--- src/rtl/rpc_config_path_pkg.sv ---
// Shared configuration for the refresh/user command arbiter: FSM state type
// and default timing constants.
package rpc_config_path_pkg;

    typedef enum logic [1:0] {
        IDLE,
        GNT_USR,
        GNT_REF,
        RFC_WAIT
    } state_t;

    localparam int unsigned CMD_WIDTH_DEF    = 19;
    localparam int unsigned CNT_WIDTH_DEF    = 16;
    localparam int unsigned TRFC_CYCLES_DEF  = 32;
    localparam int unsigned MAX_POSTPONE_DEF = 64;

endpackage

--- src/rtl/ref_cmd_arbiter_counter.sv ---
// Saturating up/down counter with synchronous clear and load.
module ref_cmd_arbiter_counter #(
    parameter int unsigned WIDTH = 16
) (
    input  logic             clk_i,
    input  logic             rst_ni,
    input  logic             clr_i,
    input  logic             load_i,
    input  logic [WIDTH-1:0] load_val_i,
    input  logic             en_i,
    input  logic             down_i,
    output logic [WIDTH-1:0] cnt_o
);

    logic [WIDTH-1:0] cnt_q;

    // Clear beats load beats count; counting stops at 0 going down and all-ones going up.
    always_ff @(posedge clk_i or negedge rst_ni) begin
        if (!rst_ni) begin
            cnt_q <= '0;
        end else if (clr_i) begin
            cnt_q <= '0;
        end else if (load_i) begin
            cnt_q <= load_val_i;
        end else if (en_i) begin
            if (down_i) begin
                if (cnt_q != '0) begin
                    cnt_q <= cnt_q - 1'b1;
                end
            end else if (cnt_q != '1) begin
                cnt_q <= cnt_q + 1'b1;
            end
        end
    end

    assign cnt_o = cnt_q;

endmodule

--- src/rtl/ref_cmd_arbiter.sv ---
// Arbiter between refresh requests and user commands towards the PHY command
// path, with a post-refresh blackout window.
// Optional feature: define REF_POSTPONE_EN to let user commands postpone a
// pending refresh until it has aged MAX_POSTPONE cycles; otherwise refresh
// has strict priority.
module ref_cmd_arbiter
    import rpc_config_path_pkg::*;
#(
    parameter int unsigned CMD_WIDTH    = CMD_WIDTH_DEF,
    parameter int unsigned CNT_WIDTH    = CNT_WIDTH_DEF,
    parameter int unsigned TRFC_CYCLES  = TRFC_CYCLES_DEF,
    parameter int unsigned MAX_POSTPONE = MAX_POSTPONE_DEF
) (
    input  logic                 clk_i,
    input  logic                 rst_ni,
    input  logic                 ref_valid_i,
    output logic                 ref_ready_o,
    input  logic [CMD_WIDTH-1:0] ref_cmd_i,
    input  logic                 usr_valid_i,
    output logic                 usr_ready_o,
    input  logic [CMD_WIDTH-1:0] usr_cmd_i,
    output logic                 cmd_valid_o,
    input  logic                 cmd_ready_i,
    output logic [CMD_WIDTH-1:0] cmd_o,
    output logic                 ref_busy_o
);

    localparam logic [CNT_WIDTH-1:0] GUARD_INIT =
        CNT_WIDTH'((TRFC_CYCLES == 0) ? 0 : TRFC_CYCLES - 1);

    state_t               state_q;
    state_t               state_d;
    logic [CMD_WIDTH-1:0] cmd_q;
    logic [CNT_WIDTH-1:0] guard;
    logic                 guard_load;
    logic                 ref_prio;

`ifdef REF_POSTPONE_EN
    logic [CNT_WIDTH-1:0] age;

    ref_cmd_arbiter_counter #(
        .WIDTH (CNT_WIDTH)
    ) u_age_cnt (
        .clk_i      (clk_i),
        .rst_ni     (rst_ni),
        .clr_i      (ref_ready_o),
        .load_i     (1'b0),
        .load_val_i ('0),
        .en_i       (ref_valid_i && !ref_ready_o),
        .down_i     (1'b0),
        .cnt_o      (age)
    );

    assign ref_prio = (32'(age) >= MAX_POSTPONE);
`else
    logic unused_postpone;

    assign ref_prio        = 1'b1;
    assign unused_postpone = |MAX_POSTPONE;
`endif

    ref_cmd_arbiter_counter #(
        .WIDTH (CNT_WIDTH)
    ) u_guard_cnt (
        .clk_i      (clk_i),
        .rst_ni     (rst_ni),
        .clr_i      (1'b0),
        .load_i     (guard_load),
        .load_val_i (GUARD_INIT),
        .en_i       (state_q == RFC_WAIT),
        .down_i     (1'b1),
        .cnt_o      (guard)
    );

    // State register.
    always_ff @(posedge clk_i or negedge rst_ni) begin
        if (!rst_ni) begin
            state_q <= IDLE;
        end else begin
            state_q <= state_d;
        end
    end

    // Capture the winning command word on the upstream handshake.
    always_ff @(posedge clk_i or negedge rst_ni) begin
        if (!rst_ni) begin
            cmd_q <= '0;
        end else if (ref_ready_o) begin
            cmd_q <= ref_cmd_i;
        end else if (usr_ready_o) begin
            cmd_q <= usr_cmd_i;
        end
    end

    // Arbitration, next state and all outputs.
    always_comb begin
        state_d     = state_q;
        ref_ready_o = 1'b0;
        usr_ready_o = 1'b0;
        cmd_valid_o = 1'b0;
        cmd_o       = '0;
        ref_busy_o  = 1'b0;
        guard_load  = 1'b0;
        unique case (state_q)
            IDLE: begin
                if (ref_valid_i && (!usr_valid_i || ref_prio)) begin
                    ref_ready_o = 1'b1;
                    state_d     = GNT_REF;
                end else if (usr_valid_i) begin
                    usr_ready_o = 1'b1;
                    state_d     = GNT_USR;
                end
            end
            GNT_USR: begin
                cmd_valid_o = 1'b1;
                cmd_o       = cmd_q;
                if (cmd_ready_i) begin
                    state_d = IDLE;
                end
            end
            GNT_REF: begin
                cmd_valid_o = 1'b1;
                cmd_o       = cmd_q;
                ref_busy_o  = 1'b1;
                if (cmd_ready_i) begin
                    guard_load = 1'b1;
                    state_d    = (TRFC_CYCLES == 0) ? IDLE : RFC_WAIT;
                end
            end
            RFC_WAIT: begin
                ref_busy_o = 1'b1;
                if (guard == '0) begin
                    state_d = IDLE;
                end
            end
            default: begin
                state_d = IDLE;
            end
        endcase
    end

endmodule
--- config.mk ---
export PLATFORM = sky130hd
export DESIGN_NAME = ref_cmd_arbiter
export DESIGN_NICKNAME = d
export VERILOG_FILES = /design/src/rtl/rpc_config_path_pkg.sv /design/src/rtl/ref_cmd_arbiter_counter.sv /design/src/rtl/ref_cmd_arbiter.sv
export SDC_FILE = /design/constraint.sdc
export NUM_CORES = 1
export LEC_CHECK = 0
export BUFFER_PORTS_ARGS = -buffer_cell sky130_fd_sc_hd__buf_2
export CORE_ASPECT_RATIO = 0.9
export CORE_MARGIN = 2
export CORE_UTILIZATION = 55
export DETAILED_ROUTE_END_ITERATION = 16
export GPL_ROUTABILITY_DRIVEN = 0
export PLACE_DENSITY = 0.85
export SLEW_MARGIN = 20
export SYNTH_ARGS = -nofsm -noshare
export SYNTH_HDL_FRONTEND = slang
export SYNTH_SLANG_ARGS = --single-unit
--- constraint.sdc ---
create_clock -name clk_i -period 5.8 [get_ports clk_i]
set_input_delay 0.58 -clock clk_i [delete_from_list [all_inputs] [get_ports clk_i]]
set_output_delay 0.58 -clock clk_i [all_outputs]
set_load 0.05 [all_outputs]
==> results.sh <==
export IMPL_start_kind="register"
export IMPL_pwr_density_cell_nw_per_um2=599.2
export IMPL_final_util=0.6792
export IMPL_yosys_area_top_type="dfrtp_1"
export IMPL_die_w_um=69.48
export IMPL_antenna_found_initial=0
export IMPL_vias=1996
export IMPL_intPower_w=0.0006820
export IMPL_antenna_left=0
export IMPL_yosysSeqAreaShare=0.4363
export IMPL_fp_dieH_um=62.93
export IMPL_synthTopCellsByArea="dfrtp_1 44%, nand2_1 8.3%, a31oi_1 5.6%"
export IMPL_synth_common_cells="47 x nand2_1, 37 x dfrtp_1, 29 x nor2_1"
export IMPL_antenna_cells=0
export IMPL_cts_setup_buffers=0
export IMPL_rsz0062_at_grt="false"
export IMPL_path_clk_slew_ns=0.07
export IMPL_synth_xor_xnor_area_share=0.004127
export IMPL_final_nets=355
export IMPL_clkPwrFrac=0.112
export IMPL_routed_wl_mm=4.897
export IMPL_grt_max_degree=42
export IMPL_comb_power_share=0.621
export IMPL_synth_cells=248
export IMPL_power_leakage_nw=1.242
export IMPL_cts_made_buffers=5
export IMPL_timing_final_crit_share=0.5625
export IMPL_grt_util_all_layers=0.2380
export IMPL_finClkSkew_ns=0.005651
export IMPL_tns_ns=0
export IMPL_place_hpwl_mm=3.498
export IMPL_slew_violations=0
export IMPL_cts_resized=0
export IMPL_drt_iter0_markers=166
export IMPL_async_flop_share=1.000
export IMPL_core_area_um2=3705
export IMPL_yosysMostFrequentCell="nand2_1"
export IMPL_p_total_w=0.001508
export IMPL_synth_adder_area_share=0.02948
export IMPL_synth_compound_area_share=0.1580
export IMPL_io_pins=66
export IMPL_clk_insertion_delay_late_ns=0.28
export IMPL_switching_power_w=0.0008257
export IMPL_synth_simple_area_share=0.3096
export IMPL_layout_drive_gt1_share=0.2825
export IMPL_fp_row_count=21
export IMPL_synth_nets=296
export IMPL_worstPathArrival_ns=2.68
export IMPL_seqPwrFrac=0.267
export IMPL_ys_ff_latch=37
export IMPL_drv_cap=0
export IMPL_wl_per_cell_um=13.83
export IMPL_dr_pass1_iters=4
export IMPL_area_growth_pct=18.57
export IMPL_fin_area_um2=2516
export IMPL_slew_headroom=0.4543
export IMPL_initial_core_util=0.5728
export IMPL_holdCritPathClass="in -> async"
export IMPL_p_sw_frac=0.5476
export IMPL_cts_root_buf="clkbuf_8"
export IMPL_via_per_inst=5.638
export IMPL_ys_warn_count=0
export IMPL_grt_pass1_wl_mm=8.493
export IMPL_dieArea_um2=4372
export IMPL_htreeDepth=2
export IMPL_setup_viol=0
export IMPL_period_needed_ns=3.262
export IMPL_cts_sinks=37
export IMPL_yosysUniqueCellTypes=50
export IMPL_ys_flop_type="dfrtp_1"
export IMPL_placement_cell_area_um2=2434
export IMPL_crit_fanout=20
export IMPL_cts_tree="done"
export IMPL_synth_edf_count=0
export IMPL_synthMuxAreaShare=0.009434
export IMPL_syn_avg_cell_area_um2=8.557
export IMPL_ctsHoldBuffers=0
export IMPL_fmax_mhz=306.5
export IMPL_cts_buffer_depth=2
export IMPL_ir_worst_vdd_v=0.0003777
export IMPL_run_status="complete, no violations"
export IMPL_synth_top_area_share=0.4363
export IMPL_setup_worst_path_end_class="output port"
export IMPL_synth_top_family_by_area="simple AND/OR/NAND/NOR gates"
export IMPL_drcViolationCount=0
export IMPL_numPortBuffers=65
export IMPL_worst_pin_slew_ns=0.8186
export IMPL_cp_required_ns=5.22
export IMPL_criticalPathCategory="reg -> out"
export IMPL_synthesis_area_um2=2122
export IMPL_grt_pass1_vias=1913
export IMPL_grt_overflow_total=0
export IMPL_finalHoldViolations=0
## state kept, by name, indices dropped and copies added, names as in the netlist
name               cells
state_q                2
u_guard_cnt.cnt_o     16
cmd_q                 19
## layout make-up
cell class | instances | area (um^2)
Clock buffer | 6 | 72.57
Clock inverter | 2 | 10.01
Fill cell | 333 | 1189
Inverter | 9 | 33.78
Multi-Input combinational cell | 188 | 1084
Sequential cell | 37 | 925.9
Tap cell | 46 | 57.56
Timing Repair Buffer | 66 | 332.8
## final timing paths
| kind | slack, ns | end | depth (start not counted) | startpoint |
|---|---|---|---|---|
| min in group clk_i | 0.54 | cmd_q[1] | 2 | cmd_q[1] |
| max | 2.54 | usr_ready_o | 5 | state_q[1] |
| max reg2reg | 3.36 | cmd_q[5] | 6 | state_q[1] |
| max in group asynchronous | 4.90 | u_guard_cnt.cnt_o[14] | 1 | rst_ni |
| min | 0.40 | cmd_q[1] | 1 | rst_ni |
| min reg2reg | 0.54 | cmd_q[1] | 2 | cmd_q[1] |
## kinds of logic (layout without fill, tap and decap cells)
logic type	count (synthesis)	after routing
compound gates	50	50
mux	2	2
buf+inv	23	83
simple gates	130	130
fa+ha+maj	5	5
flops	37	37
xor+xnor	1	1
## per-layer routing
metal | routed length, um | track usage
met4 | 99 | 0.08333
met3 | 256 | 0.05000
met1 | 2107 | 0.3087
met5 | 0 | 0
met2 | 2432 | 0.3954
## metrics by stage
step | hold WS [ns] | instances | setup slack (ns)
after floorplan | 0.2844 | 248 | 3.448
after global placement | 0.5236 | 346 | 2.877
after detailed placement | 0.5262 | 346 | 2.819
after CTS | 0.4213 | 354 | 2.533
after global routing | 0.4478 | 354 | 2.283
final | 0.3965 | 354 | 2.538
## cell usage in the layout, fill, tap and decap left out, drive strengths merged, types with 5 or more instances in the layout
| cell | Yosys | layout |
|---|---|---|
| dfrtp | 37 | 37 |
| inv | 9 | 9 |
| buf | 0 | 66 |
| nor2 | 29 | 29 |
| nor4 | 6 | 6 |
| nand2 | 47 | 47 |
| ha | 5 | 5 |
| a21oi | 10 | 10 |
| a31oi | 19 | 19 |
| o21ai | 5 | 5 |
| and2 | 20 | 20 |
| clkbuf | 13 | 6 |
## power by group through the flow
stage / combinational [W] / clock, W / sequential (W)
CTS: 0.000938 / 0.000173 / 0.000402
global placement: 0.000919 / 0 / 0.000401
detailed placement: 0.000933 / 0 / 0.000407
floorplan: 0.000749 / 0 / 0.000391
finish: 0.000936 / 0.000169 / 0.000403
global route: 0.00101 / 0.000187 / 0.000416
## critical path: stages (launching register included)
cell and delay (ns):
dfrtp_1 0.40, inv_1 0.11, ha_1 0.25, nand3b_1 0.54
inv_1 0.72, buf_2 0.38
Note: power is estimated with default switching activity, not from simulation.
